[config.mk]
export PLATFORM = sky130hd
export DESIGN_NAME = wb_stage
export DESIGN_NICKNAME = d
export VERILOG_FILES = /design/src/rtl/riscv_pkg.sv /design/src/rtl/load_align.sv /design/src/rtl/wb_stage.sv
export SDC_FILE = /design/constraint.sdc
export NUM_CORES = 1
export LEC_CHECK = 0
export ABC_CLOCK_PERIOD_IN_PS = 1800
export CORE_ASPECT_RATIO = 0.8
export CORE_MARGIN = 1
export CORE_UTILIZATION = 35
export DETAILED_ROUTE_END_ITERATION = 16
export PLACE_DENSITY = 0.69
export RECOVER_POWER = 100
export SLEW_MARGIN = 0
export SYNTH_ARGS = -nofsm -noshare
export SYNTH_HDL_FRONTEND = slang
export SYNTH_SLANG_ARGS = --single-unit
export TNS_END_PERCENT = 50
[constraint.sdc]
create_clock -name clk -period 1.8 [get_ports clk]
set_input_delay 0.18 -clock clk [delete_from_list [all_inputs] [get_ports clk]]
set_output_delay 0.18 -clock clk [all_outputs]
set_load 0.01 [all_outputs]
[src/rtl/riscv_pkg.sv]
// Shared RISC-V pipeline types used by the write-back stage: source select,
// load sizing, write-back control bundle and FSM states.
package riscv_pkg;

  typedef enum logic [1:0] {
    ALUtoRF = 2'd0,
    MEMtoRF = 2'd1,
    IMMtoRF = 2'd2,
    PCtoRF  = 2'd3
  } wb_src_e;

  typedef enum logic [1:0] {
    LD_B = 2'd0,
    LD_H = 2'd1,
    LD_W = 2'd2
  } ld_size_e;

  typedef enum logic {
    WB_IDLE      = 1'b0,
    WB_WAIT_LOAD = 1'b1
  } wb_state_e;

  typedef struct packed {
    wb_src_e    src;
    logic [4:0] rd;
    logic       regwrite;
    logic       is_load;
    ld_size_e   ld_size;
    logic       ld_unsigned;
  } WB_ctrl;

  // Halfwords need an even address, words need a 4-byte aligned one.
  function automatic logic ld_misaligned(input ld_size_e size, input logic [1:0] lsb);
    return ((size == LD_H) && lsb[0]) || ((size == LD_W) && (lsb != 2'b00));
  endfunction

endpackage

[src/rtl/load_align.sv]
// Combinational load lane select and sign/zero extension of the raw
// data-memory word according to access size and address low bits.
module load_align
  import riscv_pkg::*;
#(
  parameter int XLEN = 32
) (
  input  logic [XLEN-1:0] raw,
  input  logic [1:0]      lsb,
  input  ld_size_e        size,
  input  logic            uns,
  output logic [XLEN-1:0] data
);

  logic [7:0]  lane_b;
  logic [15:0] lane_h;

  assign lane_b = raw[{lsb, 3'b000} +: 8];
  assign lane_h = raw[{lsb[1], 4'b0000} +: 16];

  always_comb begin
    data = raw;
    case (size)
      LD_B:    data = {{(XLEN-8){~uns & lane_b[7]}}, lane_b};
      LD_H:    data = {{(XLEN-16){~uns & lane_h[15]}}, lane_h};
      default: data = raw;
    endcase
  end

endmodule

[src/rtl/wb_stage.sv]
// Registered RISC-V write-back stage: source mux, variable-latency load wait,
// sub-word alignment and register-file write port. Optional load watchdog
// enabled by defining WB_TIMEOUT_EN.
module wb_stage
  import riscv_pkg::*;
#(
  parameter int XLEN        = 32,
  parameter int TIMEOUT_CYC = 16
) (
  input  logic            clk,
  input  logic            rst_n,
  input  logic            mem_valid_i,
  output logic            wb_ready_o,
  input  WB_ctrl          wbctrl_i,
  input  logic [XLEN-1:0] alu_i,
  input  logic [XLEN-1:0] imm_i,
  input  logic [XLEN-1:0] pcplus4_i,
  input  logic [1:0]      addr_lsb_i,
  input  logic [XLEN-1:0] dmem_rdata_i,
  input  logic            dmem_rvalid_i,
  output logic            rf_we_o,
  output logic [4:0]      rf_waddr_o,
  output logic [XLEN-1:0] rf_wdata_o,
  output logic            misalign_o,
  output logic            timeout_o
);

  wb_state_e       state;
  logic            accept;
  logic [XLEN-1:0] src_data;
  logic [XLEN-1:0] ld_data;
  logic            ld_mis;

  // Only the fields needed to finish the load are held across the wait.
  logic [4:0]      ld_rd;
  logic            ld_regwrite;
  ld_size_e        ld_size;
  logic            ld_uns;
  logic [1:0]      ld_lsb;

  assign wb_ready_o = (state == WB_IDLE);
  assign accept     = mem_valid_i & wb_ready_o;
  assign ld_mis     = ld_misaligned(ld_size, ld_lsb);

  always_comb begin
    src_data = '0;
    case (wbctrl_i.src)
      ALUtoRF: src_data = alu_i;
      IMMtoRF: src_data = imm_i;
      PCtoRF:  src_data = pcplus4_i;
      default: src_data = '0;
    endcase
  end

  load_align #(.XLEN(XLEN)) u_align (
    .raw  (dmem_rdata_i),
    .lsb  (ld_lsb),
    .size (ld_size),
    .uns  (ld_uns),
    .data (ld_data)
  );

`ifdef WB_TIMEOUT_EN
  localparam int CNT_W = $clog2(TIMEOUT_CYC + 1);
  logic [CNT_W-1:0] to_cnt;
  logic             to_hit;

  assign to_hit = (to_cnt == CNT_W'(TIMEOUT_CYC - 1));

  // Held at zero while idle so the first wait cycle counts from 0.
  always_ff @(posedge clk) begin
    if (!rst_n || state == WB_IDLE) to_cnt <= '0;
    else                            to_cnt <= to_cnt + 1'b1;
  end
`else
  logic [31:0] unused_timeout_cyc;
  assign unused_timeout_cyc = TIMEOUT_CYC;
  assign timeout_o          = 1'b0;
`endif

  always_ff @(posedge clk) begin
    if (!rst_n) begin
      state       <= WB_IDLE;
      ld_rd       <= '0;
      ld_regwrite <= 1'b0;
      ld_size     <= LD_B;
      ld_uns      <= 1'b0;
      ld_lsb      <= '0;
      rf_we_o     <= 1'b0;
      rf_waddr_o  <= '0;
      rf_wdata_o  <= '0;
      misalign_o  <= 1'b0;
`ifdef WB_TIMEOUT_EN
      timeout_o   <= 1'b0;
`endif
    end else begin
      rf_we_o    <= 1'b0;
      misalign_o <= 1'b0;
`ifdef WB_TIMEOUT_EN
      timeout_o  <= 1'b0;
`endif
      case (state)
        WB_IDLE: begin
          if (accept) begin
            if (wbctrl_i.is_load) begin
              ld_rd       <= wbctrl_i.rd;
              ld_regwrite <= wbctrl_i.regwrite;
              ld_size     <= wbctrl_i.ld_size;
              ld_uns      <= wbctrl_i.ld_unsigned;
              ld_lsb      <= addr_lsb_i;
              state       <= WB_WAIT_LOAD;
            end else begin
              rf_we_o    <= wbctrl_i.regwrite & (wbctrl_i.rd != 5'd0);
              rf_waddr_o <= wbctrl_i.rd;
              rf_wdata_o <= src_data;
            end
          end
        end
        WB_WAIT_LOAD: begin
          if (dmem_rvalid_i) begin
            rf_we_o    <= ld_regwrite & (ld_rd != 5'd0) & ~ld_mis;
            rf_waddr_o <= ld_rd;
            rf_wdata_o <= ld_data;
            misalign_o <= ld_mis;
            state      <= WB_IDLE;
          end
`ifdef WB_TIMEOUT_EN
          else if (to_hit) begin
            timeout_o <= 1'b1;
            state     <= WB_IDLE;
          end
`endif
        end
        default: state <= WB_IDLE;
      endcase
    end
  end

endmodule
# After elaboration in Yosys (flattened, before gate mapping)
# Index checks and enable logic that the tools add are counted.
# Widths: inputs -> output; s select.
# totals
in_bits	146
ff_bits	51
# classes
shift	2
n_mux	18
n_eq_ne	7
n_bitwise	9
reduce_logical	11
# ops
op	count
$pmux 32 s2	2
$mux 32	3
$pmux 32 s3	1
$shiftx 32x6->16	1
$shiftx 32x6->8	1
$mux 5	3
$pmux 5 s2	1
$reduce_bool 5->1	2
$reduce_and 3->1	3
$and 1x1->1	6
$eq 2x2->1 const B	3
$mux 1	6
$logic_not 2->1	2
$ne 2x2->1 const B	2
$pmux 1 s2	2
$not 1->1	3
$eq 2x1->1 const B	1
$logic_and 1x1->1	2
$ne 2x1->1 const B	1
$reduce_bool 2->1	1
$logic_or 1x1->1	1

# Depth between registers and ports, before layout
# Gate-level depths: netlist (run 1).
# logic_depth
ltp_word	7
mapped_depth	7
ltp_nobuf	4

# Cells and area by module
# Synthesis (run 1) repeated with hierarchy kept, for this count alone.
# hier_totals
cells_unflattened	426
area_unflattened_um2	3955.0
# by_module_without_submodules
mod	cells_per_inst	seq_area_each_um2	area_per_inst_um2	instances
wb_stage	309	1021.0	3240.6	1
load_align	117	0.0	714.4	1

# Least setup slack after synthesis (run 1)
# OpenSTA, ideal clock, no wires.
# synth_path
kind	reg-to-reg
from	reg ld_lsb[1]
to	reg rf_wdata_o[6]
synth_period_minus_slack_ns	1.675
arrival_ns	1.549
path_slack_ns	0.125
t_required_ns	1.673
stages_incl_launch_ff	7
path_cell_list	dfxtp_1 buf_6 clkbuf_1 mux2_2 a311o_1 o211ai_1 a21boi_0
# synth_between
elab_chain_cells	4
# synth_rtl
item	line	rtl
from (decl)	wb_stage.sv:39	logic [1:0] ld_lsb;
from (signal assigned)	wb_stage.sv:110	ld_lsb <= addr_lsb_i;
$shiftx 32x6->16 / $shiftx 32x6->8 (equally long branches)	load_align.sv:19, load_align.sv:18	
$pmux 32 s2 *	load_align.sv:23	case (size)
$mux 32 *	wb_stage.sv:120	if (dmem_rvalid_i) begin
$pmux 32 s2 *	wb_stage.sv:102	case (state)
to (signal assigned)	wb_stage.sv:115	rf_wdata_o <= src_data;
to (signal assigned)	wb_stage.sv:123	rf_wdata_o <= ld_data;
to (decl)	wb_stage.sv:23	output logic [XLEN-1:0] rf_wdata_o,
# Mark *: on every way between the ends. The rest lies on a longest branch, timed or not. The select of a mux whose other input is x is not followed.
# A chain may end at the register's enable or synchronous reset.

# Final worst setup path (run 1)
# layout_path
from	reg ld_size[1]
to	reg rf_wdata_o[8]
# layout_between
elab_chain_cells	4
# layout_rtl
item	line	rtl
from (decl)	wb_stage.sv:37	ld_size_e ld_size;
from (signal assigned)	wb_stage.sv:108	ld_size <= wbctrl_i.ld_size;
$eq 2x1->1 / $logic_not 2->1 (equally long branches)	load_align.sv:23	
$pmux 32 s2 *	load_align.sv:23	
$mux 32 *	wb_stage.sv:120	
$pmux 32 s2 *	wb_stage.sv:102	
# Marks and branches as above.

==> impl_metrics.tcl, run 1 <==
set metrics [dict create \
    status "complete, no violations" \
    insertion_delay_ns 0.29 \
    setup_viol 0 \
    synth_top_area_cell "dfxtp_1" \
    root_buffer "clkbuf_16" \
    syn_area_sq_mm 0.00358 \
    rr_worst_depth 6 \
    die_area_sq_mm 0.0106 \
    grt_max_degree 35 \
    ir_drop_v 0.000382 \
    synth_area_leaders "dfxtp_1, mux2_2, o211a_1, a21oi_1, mux2i_1" \
    place_inst 731 \
    die_h_um 92.5 \
    cp-endpoint "rf_wdata_o[8]" \
    nets 751 \
    synth-seq-cells 51 \
    area_growth_pct 67.1 \
    cts_made_buffers 5 \
    max_cap_viol_count 0 \
    worstMarginPinSlew_ns 0.518 \
    critical_path_class "reg -> reg" \
    wl_mm 13.3 \
    slew_headroom_pct 65.4 \
    min-delay-path-class "in -> reg" \
    finalCritPeriodShare_pct 96.9 \
    skew_ns 0.00482 \
    wl_per_cell_um 18.0 \
    synth_edf_count 0 \
    cts_tree "done" \
    ys_seq_area_share_pct 28.5 \
    max_clock_freq_mhz 573 \
    cts_sinks 51 \
    power.leakage_nw 2.44 \
    initial_core_util_pct 36.5 \
    drc_errors 0 \
    synth_top_area_share_pct 28.5 \
    cp-startpoint "ld_size[1]" \
    synth_cells 415 \
    avgSynthCellArea_sq_um 8.63 \
    total_power_mw 3.57 \
    diodes 0 \
    worstPathArrival_ns 1.93 \
    nFillCells 876 \
    ys_async_sr_fraction_pct 0 \
    core_sq_mm 0.00981 \
    fin_crit_ns 1.74 \
    final.setup.tns_ns 0 \
    vias 4073 \
    grt_pass1_vias 4033 \
    ios 187 \
    cts_max_level 2 \
    grt_pass1_wl_mm 20.6 \
    cp_max_fo 15 \
    drive_gt1_share_pct 18.0 \
    crit_path_end_kind "register" \
    final-hold-violation-count 0 \
    syn_nets 561 \
    cts_max_path_buffers 2 \
    start_kind "register" \
    yosysWarnings 0 \
    vias_per_cell 5.49 \
    globalRouteOverflowTotal 0 \
    crit_top_cell "buf_4" \
    cp.required_ns 1.98 \
    fp-row-count 32 \
    ant_nets 0 \
    path_cells "clkinvlp_4 -> buf_4 -> buf_4 -> o21ai_0 -> a21oi_1 -> o221a_2" \
    worstReg2RegStart "ld_size[1]" \
    synthDistinctLibCells 41 \
    antenna_found_initial 0 \
    instances_no_fill 742 \
    reg2reg_to "rf_wdata_o[8]" \
    rrSetupSlack_ns 0.06 \
    drt_first_pass_iters 5 \
    cp_slowest_cell "dfxtp_1" \
    yosysMostFrequentCell "dfxtp_1" \
    synth_common_cells "dfxtp_1, nand2_1, mux2_2" \
    max_stage_delay_ns 0.65 \
    pwr_density_cell_mw_per_mm2 597 \
    dieWidth_um 115 \
    holdWs_ns 0.333 \
    port_buffers 185 \
    place_congestion 0.824 \
    first_iter_violations 294 \
    drv_slew 0 \
    dp_hpwl_mm 10.5 \
    clk_pin_slew_ns 0.07 \
    grt_use_total_pct 24.7 \
    synth_ff_type "dfxtp_1" \
]
worst max-delay path: cells and delay by family, from the launching register on:
family / cells / cell delay, ns
AO/OA/AOI/OAI: 3 / 0.46
flip-flops: 1 / 0.65
buffers and inverters: 3 / 0.52
how the worst min path moves through the flow:
stage	from	depth (start not counted)	end
floorplan	addr_lsb_i[0]	2	ld_lsb[0]
finish	rst_n	2	rf_wdata_o[30]
CTS	rst_n	2	rf_wdata_o[29]
global placement	rf_wdata_o[6]	2	rf_wdata_o[6]
global route	rst_n	2	rf_wdata_o[29]
detailed placement	rf_wdata_o[5]	2	rf_wdata_o[5]
metrics by stage:
step	setup WS, ns	util [%]	area [sq um]
after floorplan	0.125	-	3580
after global placement	-0.173	59.1	5800
after detailed placement	-0.185	59.1	5800
after CTS	0.0613	60.8	5970
after global routing	-0.0463	61.0	5990
final	0.0558	61.0	5990
state kept, by name, summed over array words and instances, names as in the netlist:
name / flops
ld_regwrite: 1
ld_lsb: 2
rf_we_o: 1
rf_wdata_o: 32
ld_uns: 1
rf_waddr_o: 5
ld_rd: 5
state: 1
misalign_o: 1
ld_size: 2
cells in the final DEF, fill, tap and decap left out, drive strengths merged, types with 7 or more instances in the layout:
cell type	instances
nand2b	7
mux2i	18
o21ai	20
a22oi	9
o221a	7
buf	42
a21oi	38
clkbuf	8
nand2	45
o211a	21
nand3b	7
o211ai	9
a221o	7
clkdlybuf4s50	145
dlygate4sd3	39
nor3	18
a221oi	16
mux2	41
dfxtp	51
nor2b	12
and2	9
metal layers:
layer / vias to the layer above / global-route usage [%] / routed length, um
li1: 1952 / - / -
met1: 1939 / 32.0 / 5870
met2: 165 / 42.4 / 6250
met3: 17 / 5.10 / 1080
met4: 0 / 4.11 / 128
met5: - / 0 / 0
what timing repair did:
item                                    in CTS  in global routing
buffers inserted                             0                  3
endpoints found under the setup margin       0                  7
gates resized for setup                      0                  2
hold buffers                                 0                  0
layout make-up:
| type | instances | area (sq um) | share of cell area [%] |
|---|---|---|---|
| Clock inverter | 3 | 43.8 | 0.732 |
| Clock buffer | 5 | 125 | 2.09 |
| Multi-Input combinational cell | 316 | 2340 | 39.1 |
| Tap cell | 136 | 170 | 2.84 |
| Timing Repair Buffer | 229 | 2270 | 37.9 |
| Inverter | 2 | 11.3 | 0.188 |
| Sequential cell | 51 | 1020 | 17.1 |
report_power, final:
part / leakage [nW] / switching (mW) / internal [mW] / total [mW]
clock network: 0.0838 / 0.433 / 0.656 / 1.09
logic: 1.94 / 0.490 / 0.728 / 1.22
registers: 0.420 / 0.0536 / 1.21 / 1.27
cells by family after synthesis:
family	after synthesis	share of synthesized area (%)
AO/OA/AOI/OAI	145	30.2
other	1	0.105
AND/OR/NAND/NOR	110	16.0
buffers and inverters	48	6.25
multiplexers	60	18.9
flip-flops	51	28.5
(Power assumes the default switching activity.)
==> run 2: changes to the inputs <==
--- a/config.mk
+++ b/config.mk
@@ -9,6 +9,7 @@
 export CORE_ASPECT_RATIO = 0.8
 export CORE_MARGIN = 1
 export CORE_UTILIZATION = 35
+export CTS_BUF_LIST = sky130_fd_sc_hd__clkbuf_8
 export DETAILED_ROUTE_END_ITERATION = 16
 export PLACE_DENSITY = 0.69
 export RECOVER_POWER = 100
==> run 2 against run 1 <==
Compared with the run above:
- fmax up 0.22%
- highest routed layer unchanged
- final cell count unchanged
- critical path depth unchanged
- critical endpoint unchanged
- utilization down 0.57 points
- clock skew down 0.0017 ns
- die area unchanged
- register-to-register slack about the same
- non-clock buffer count unchanged
- sequential power about the same
- power down 7.3%
- critical path type unchanged
==> impl_metrics.tcl, run 2 (synthesized netlist as in run 1, its figures left out) <==
set metrics [dict create \
    status "complete, no violations" \
    ir_drop_v 0.000410 \
    core_sq_mm 0.00981 \
    fp-row-count 32 \
    fin_crit_ns 1.74 \
    cp.required_ns 2.01 \
    cts_sinks 51 \
    worstMarginPinSlew_ns 0.509 \
    dieWidth_um 115 \
    first_iter_violations 292 \
    place_congestion 0.824 \
    cts_hold_buf 0 \
    slew_headroom_pct 66.0 \
    drt_first_pass_iters 5 \
    drive_gt1_share_pct 18.0 \
    pwr_density_cell_mw_per_mm2 559 \
    cts_made_buffers 5 \
    power.leakage_nw 2.42 \
    grt_pass1_vias 4042 \
    setup_viol 0 \
    p_sw_mw 0.959 \
    ant_nets 0 \
    crit_path_end_kind "register" \
    final.setup.tns_ns 0 \
    place_inst 731 \
    nets 751 \
    instances_no_fill 742 \
    p_sw_share_pct 28.9 \
    largest_reg_flops 32 \
    cts_max_path_buffers 2 \
    min-delay-path-class "in -> reg" \
    cts_tree "done" \
    grt_use_total_pct 24.7 \
    worstPathArrival_ns 1.95 \
    grt_max_degree 35 \
    vias 4058 \
    place_area_sq_mm 0.00580 \
    final-hold-violation-count 0 \
    globalRouteOverflowTotal 0 \
    root_buffer "clkbuf_8" \
    place_ws_ns -0.185 \
    rr_worst_depth 6 \
    layout_common_cells "clkdlybuf4s50_1, dfxtp_1, nand2_1" \
    drc_errors 0 \
    diodes 0 \
    final_common_cell "clkdlybuf4s50_1" \
    path_cells "clkinvlp_4 -> buf_4 -> buf_4 -> o21ai_0 -> a21oi_1 -> o221a_2" \
    combinationalPowerShare_pct 36.8 \
    grt_pass1_wl_mm 20.7 \
    critical_path_class "reg -> reg" \
    finalCritPeriodShare_pct 96.7 \
    initial_core_util_pct 36.5 \
    regMostFlops "rf_wdata_o" \
    max_stage_delay_ns 0.65 \
    start_kind "register" \
    intPower_mw 2.36 \
    post-route-util_pct 60.4 \
    cts_max_level 2 \
    cp_slowest_cell "dfxtp_1" \
    seq_power_share_pct 38.2 \
    dp_hpwl_mm 10.5 \
    crit_top_cell "buf_4" \
    max_cap_viol_count 0 \
    p_clk_share_pct 25.0 \
    vias_per_cell 5.47 \
    wl_per_cell_um 18.0 \
    area_growth_pct 65.5 \
    holdWs_ns 0.307 \
    hold_path_depth 2 \
    ios 187 \
    fin_area_sq_mm 0.00593 \
    clk_pin_slew_ns 0.10 \
    die_area_sq_mm 0.0106 \
    die_h_um 92.5 \
    skew_ns 0.00311 \
    layout_setup_ws_ns 0.0597 \
    wl_mm 13.4 \
    antenna_found_initial 0 \
    total_power_mw 3.31 \
    insertion_delay_ns 0.31 \
    max_clock_freq_mhz 575 \
    cp_max_fo 15 \
    drv_slew 0 \
    reg.largest.list "rf_wdata_o x32, ld_rd x5, rf_waddr_o x5" \
    port_buffers 185 \
]
[run 2: routing by layer]
layer	up-vias	wire length [um]	track usage, %
met2	164	6290	42.4
li1	1955	-	-
met4	0	129	4.22
met3	14	1020	4.97
met1	1925	5960	32.1
met5	-	0	0
[run 2: path summary, 6_finish.rpt]
kind	slack, ns	from	to
max	0.06	ld_size[1]	rf_wdata_o[8]
min	0.31	rst_n	rf_wdata_o[29]
max reg2reg	0.06	ld_size[1]	rf_wdata_o[8]
min reg2reg	0.47	rf_wdata_o[5]	rf_wdata_o[5]
[run 2: cell type report]
class / count / area [sq um]
clock inverters: 3 / 43.8
flip-flops and latches: 51 / 1020
repair buffers: 229 / 2270
multi-input cells: 316 / 2340
fillers: 887 / 3880
inverters: 2 / 11.3
well taps: 136 / 170
clock buffers: 5 / 68.8
[run 2: repair_timing]
item                                    4_1_cts  5_1_grt
resized for setup                             0        2
buffers inserted                              0        3
endpoints found under the setup margin        0        7
[run 2: power by group through the flow]
stage	registers, mW	logic, mW	clock network [mW]
final	1.27	1.22	0.829
after global routing	1.28	1.31	0.891
after CTS	1.27	1.24	0.840
after detailed placement	1.29	1.24	0
after global placement	1.29	1.22	0
after floorplan	1.31	0.529	0
[run 2: worst max-delay path, delay by kind of cell, from the launching register on]
kind                   cells  cell delay, ns
flip-flops                 1            0.65
buffers and inverters      3            0.52
AO/OA/AOI/OAI              3            0.46
==> run 3: changes to the inputs <==
--- a/config.mk
+++ b/config.mk
@@ -5,13 +5,13 @@
 export SDC_FILE = /design/constraint.sdc
 export NUM_CORES = 1
 export LEC_CHECK = 0
-export ABC_CLOCK_PERIOD_IN_PS = 1800
+export ABC_CLOCK_PERIOD_IN_PS = 1600
 export CORE_ASPECT_RATIO = 0.8
 export CORE_MARGIN = 1
 export CORE_UTILIZATION = 35
 export CTS_BUF_LIST = sky130_fd_sc_hd__clkbuf_8
 export DETAILED_ROUTE_END_ITERATION = 16
-export PLACE_DENSITY = 0.69
+export PLACE_DENSITY = 0.72
 export RECOVER_POWER = 100
 export SLEW_MARGIN = 0
 export SYNTH_ARGS = -nofsm -noshare
==> constraint.sdc (replaced) <==
create_clock -name clk -period 1.6 [get_ports clk]
set_input_delay 0.16 -clock clk [delete_from_list [all_inputs] [get_ports clk]]
set_output_delay 0.16 -clock clk [all_outputs]
set_load 0.01 [all_outputs]
==> run 3 against run 2 <==
Compared with the run above:
- the run now ends with setup timing left
- first-iteration DRC count fell by 0.34%
- via count up 1.3%
- register-to-register slack got worse by 0.14 ns
- routed wire length is 1.1% higher
- critical path type unchanged
- critical endpoint is now rf_wdata_o[24]
==> impl_metrics.tcl, run 3 (synthesized netlist as in run 1, its figures left out) <==
set metrics [dict create \
    wl_mm 13.5 \
    globalRouteOverflowTotal 0 \
    die_h_um 92.5 \
    dieWidth_um 115 \
    core_sq_mm 0.00981 \
    cts_max_level 2 \
    status "finished, violations left" \
    intPower_mw 2.54 \
    drc_errors 0 \
    max_cap_viol_count 0 \
    nets 764 \
    antenna_found_initial 0 \
    instances_no_fill 755 \
    port_buffers 185 \
    largest_reg_flops 32 \
    place_inst 736 \
    use_met1_pct 29.7 \
    final-hold-violation-count 0 \
    failed_checks "setup timing" \
    max_clock_freq_mhz 595 \
    crit_path_end_kind "register" \
    cts_max_path_buffers 2 \
    grt_util_met2_pct 43.1 \
    cts_hold_buf 0 \
    min-delay-path-class "in -> reg" \
    critical_path_class "reg -> reg" \
    place_area_sq_mm 0.00582 \
    drive_gt1_share_pct 20.5 \
    cp.required_ns 1.80 \
    initial_core_util_pct 36.5 \
    ir_drop_v 0.000361 \
    seq_power_share_pct 39.0 \
    wl_per_cell_um 17.9 \
    vias 4109 \
    first_iter_violations 291 \
    die_area_sq_mm 0.0106 \
    vias_per_cell 5.44 \
    grt_pass1_vias 4093 \
    worstPathArrival_ns 1.88 \
    grt_use_met3_pct 6.35 \
    grt_pass1_wl_mm 20.5 \
    area_growth_pct 70.0 \
    layout_setup_ws_ns -0.0801 \
    pwr_density_cell_mw_per_mm2 598 \
    drv_slew 0 \
    diodes 0 \
    regMostFlops "rf_wdata_o" \
    grt_max_degree 46 \
    cts_made_buffers 5 \
    layout_common_cells "clkdlybuf4s50_1, dfxtp_1, nand2_1" \
    regArea_sq_mm 0.00102 \
    ant_nets 0 \
    grt_setup_unrepaired "true" \
    clk_pin_slew_ns 0.10 \
    start_kind "register" \
    final_common_cell "clkdlybuf4s50_1" \
    cts_tree "done" \
    cp_max_fo 5 \
    top_usage_layer "met2" \
    p_sw_mw 1.10 \
    finalCritPeriodShare_pct 105 \
    dp_hpwl_mm 10.4 \
    fin_area_sq_mm 0.00609 \
    insertion_delay_ns 0.31 \
    fp-row-count 32 \
    skew_ns 0.00954 \
    combinationalPowerShare_pct 39.6 \
    power.leakage_nw 2.51 \
    drt_first_pass_iters 4 \
    ios 187 \
    multi_input_area_sq_mm 0.00238 \
    reg.largest.list "rf_wdata_o x32, ld_rd x5, rf_waddr_o x5" \
    grt_use_total_pct 24.6 \
    nFillCells 843 \
    setup_viol 28 \
    place_congestion 0.845 \
    p_clk_share_pct 21.5 \
    root_buffer "clkbuf_8" \
    p_sw_share_pct 30.2 \
    fin_crit_ns 1.68 \
    cts_sinks 51 \
]
run 3: cell types whose count changed in the layout (fill, tap and decap cells not counted), sizes merged:
cell	delta
buf	+11
dlygate4sd2	+1
bufinv	-1
inv	+1
clkinvlp	+3
clkdlybuf4s50	-1
bufbuf	+1
clkinv	-2
run 3: worst paths after layout:
check	from	endpoint	slack, ns	depth (start not counted)
max	ld_lsb[1]	rf_wdata_o[24]	-0.08	5
max reg2reg	ld_lsb[1]	rf_wdata_o[24]	-0.08	5
min reg2reg	rf_wdata_o[1]	rf_wdata_o[1]	0.46	2
min	rst_n	rf_waddr_o[4]	0.26	2
run 3: critical path: stages, from the launching register on:
cell     delay [ns]
dfxtp_2        0.37
mux4_2         0.57
mux2i_4        0.20
nor3_4         0.07
buf_6          0.14
o211a_1        0.22
run 3: final cells by class:
| class | count | share of cell area (%) |
|---|---|---|
| clock buffer | 5 | 1.13 |
| clock inverter | 3 | 0.390 |
| inverter | 2 | 0.206 |
| multi-input combinational | 316 | 39.1 |
| sequential | 51 | 16.8 |
| tap | 136 | 2.79 |
| timing repair buffer | 241 | 39.5 |
| timing repair inverter | 1 | 0.123 |
run 3: power groups by stage:
stage	Sequential (mW)	Clock [mW]	Combinational [mW]
global route	1.43	0.853	1.55
finish	1.42	0.781	1.44
global placement	1.45	0	1.38
floorplan	1.48	0	0.595
detailed placement	1.45	0	1.40
CTS	1.42	0.797	1.46
run 3: stage by stage:
| step | TNS, ns | power (mW) | setup WS, ns | util [%] | hold WS [ns] |
|---|---|---|---|---|---|
| floorplan | -0.529 | 2.07 | -0.0596 | - | 0.326 |
| global placement | -11.36 | 2.82 | -0.448 | 59.4 | 0.453 |
| detailed placement | -12.22 | 2.85 | -0.428 | 59.4 | 0.460 |
| CTS | -1.14 | 3.68 | -0.0788 | 61.7 | 0.258 |
| global route | -2.83 | 3.83 | -0.128 | 62.1 | 0.272 |
| finish | -1.14 | 3.64 | -0.0801 | 62.1 | 0.262 |
run 3: routing by layer:
metal	part of all wire (%)	vias to the layer above
met1	41	1946
li1	-	1974
met5	0	-
met2	48	164
met3	9.4	25
met4	1.8	0
run 3: repair_timing:
item                                    4_1_cts  5_1_grt
buffers inserted                              5        3
gates resized for setup                      21        6
cloned                                        2        1
endpoints found under the setup margin       31       31
pin swaps                                    13       12
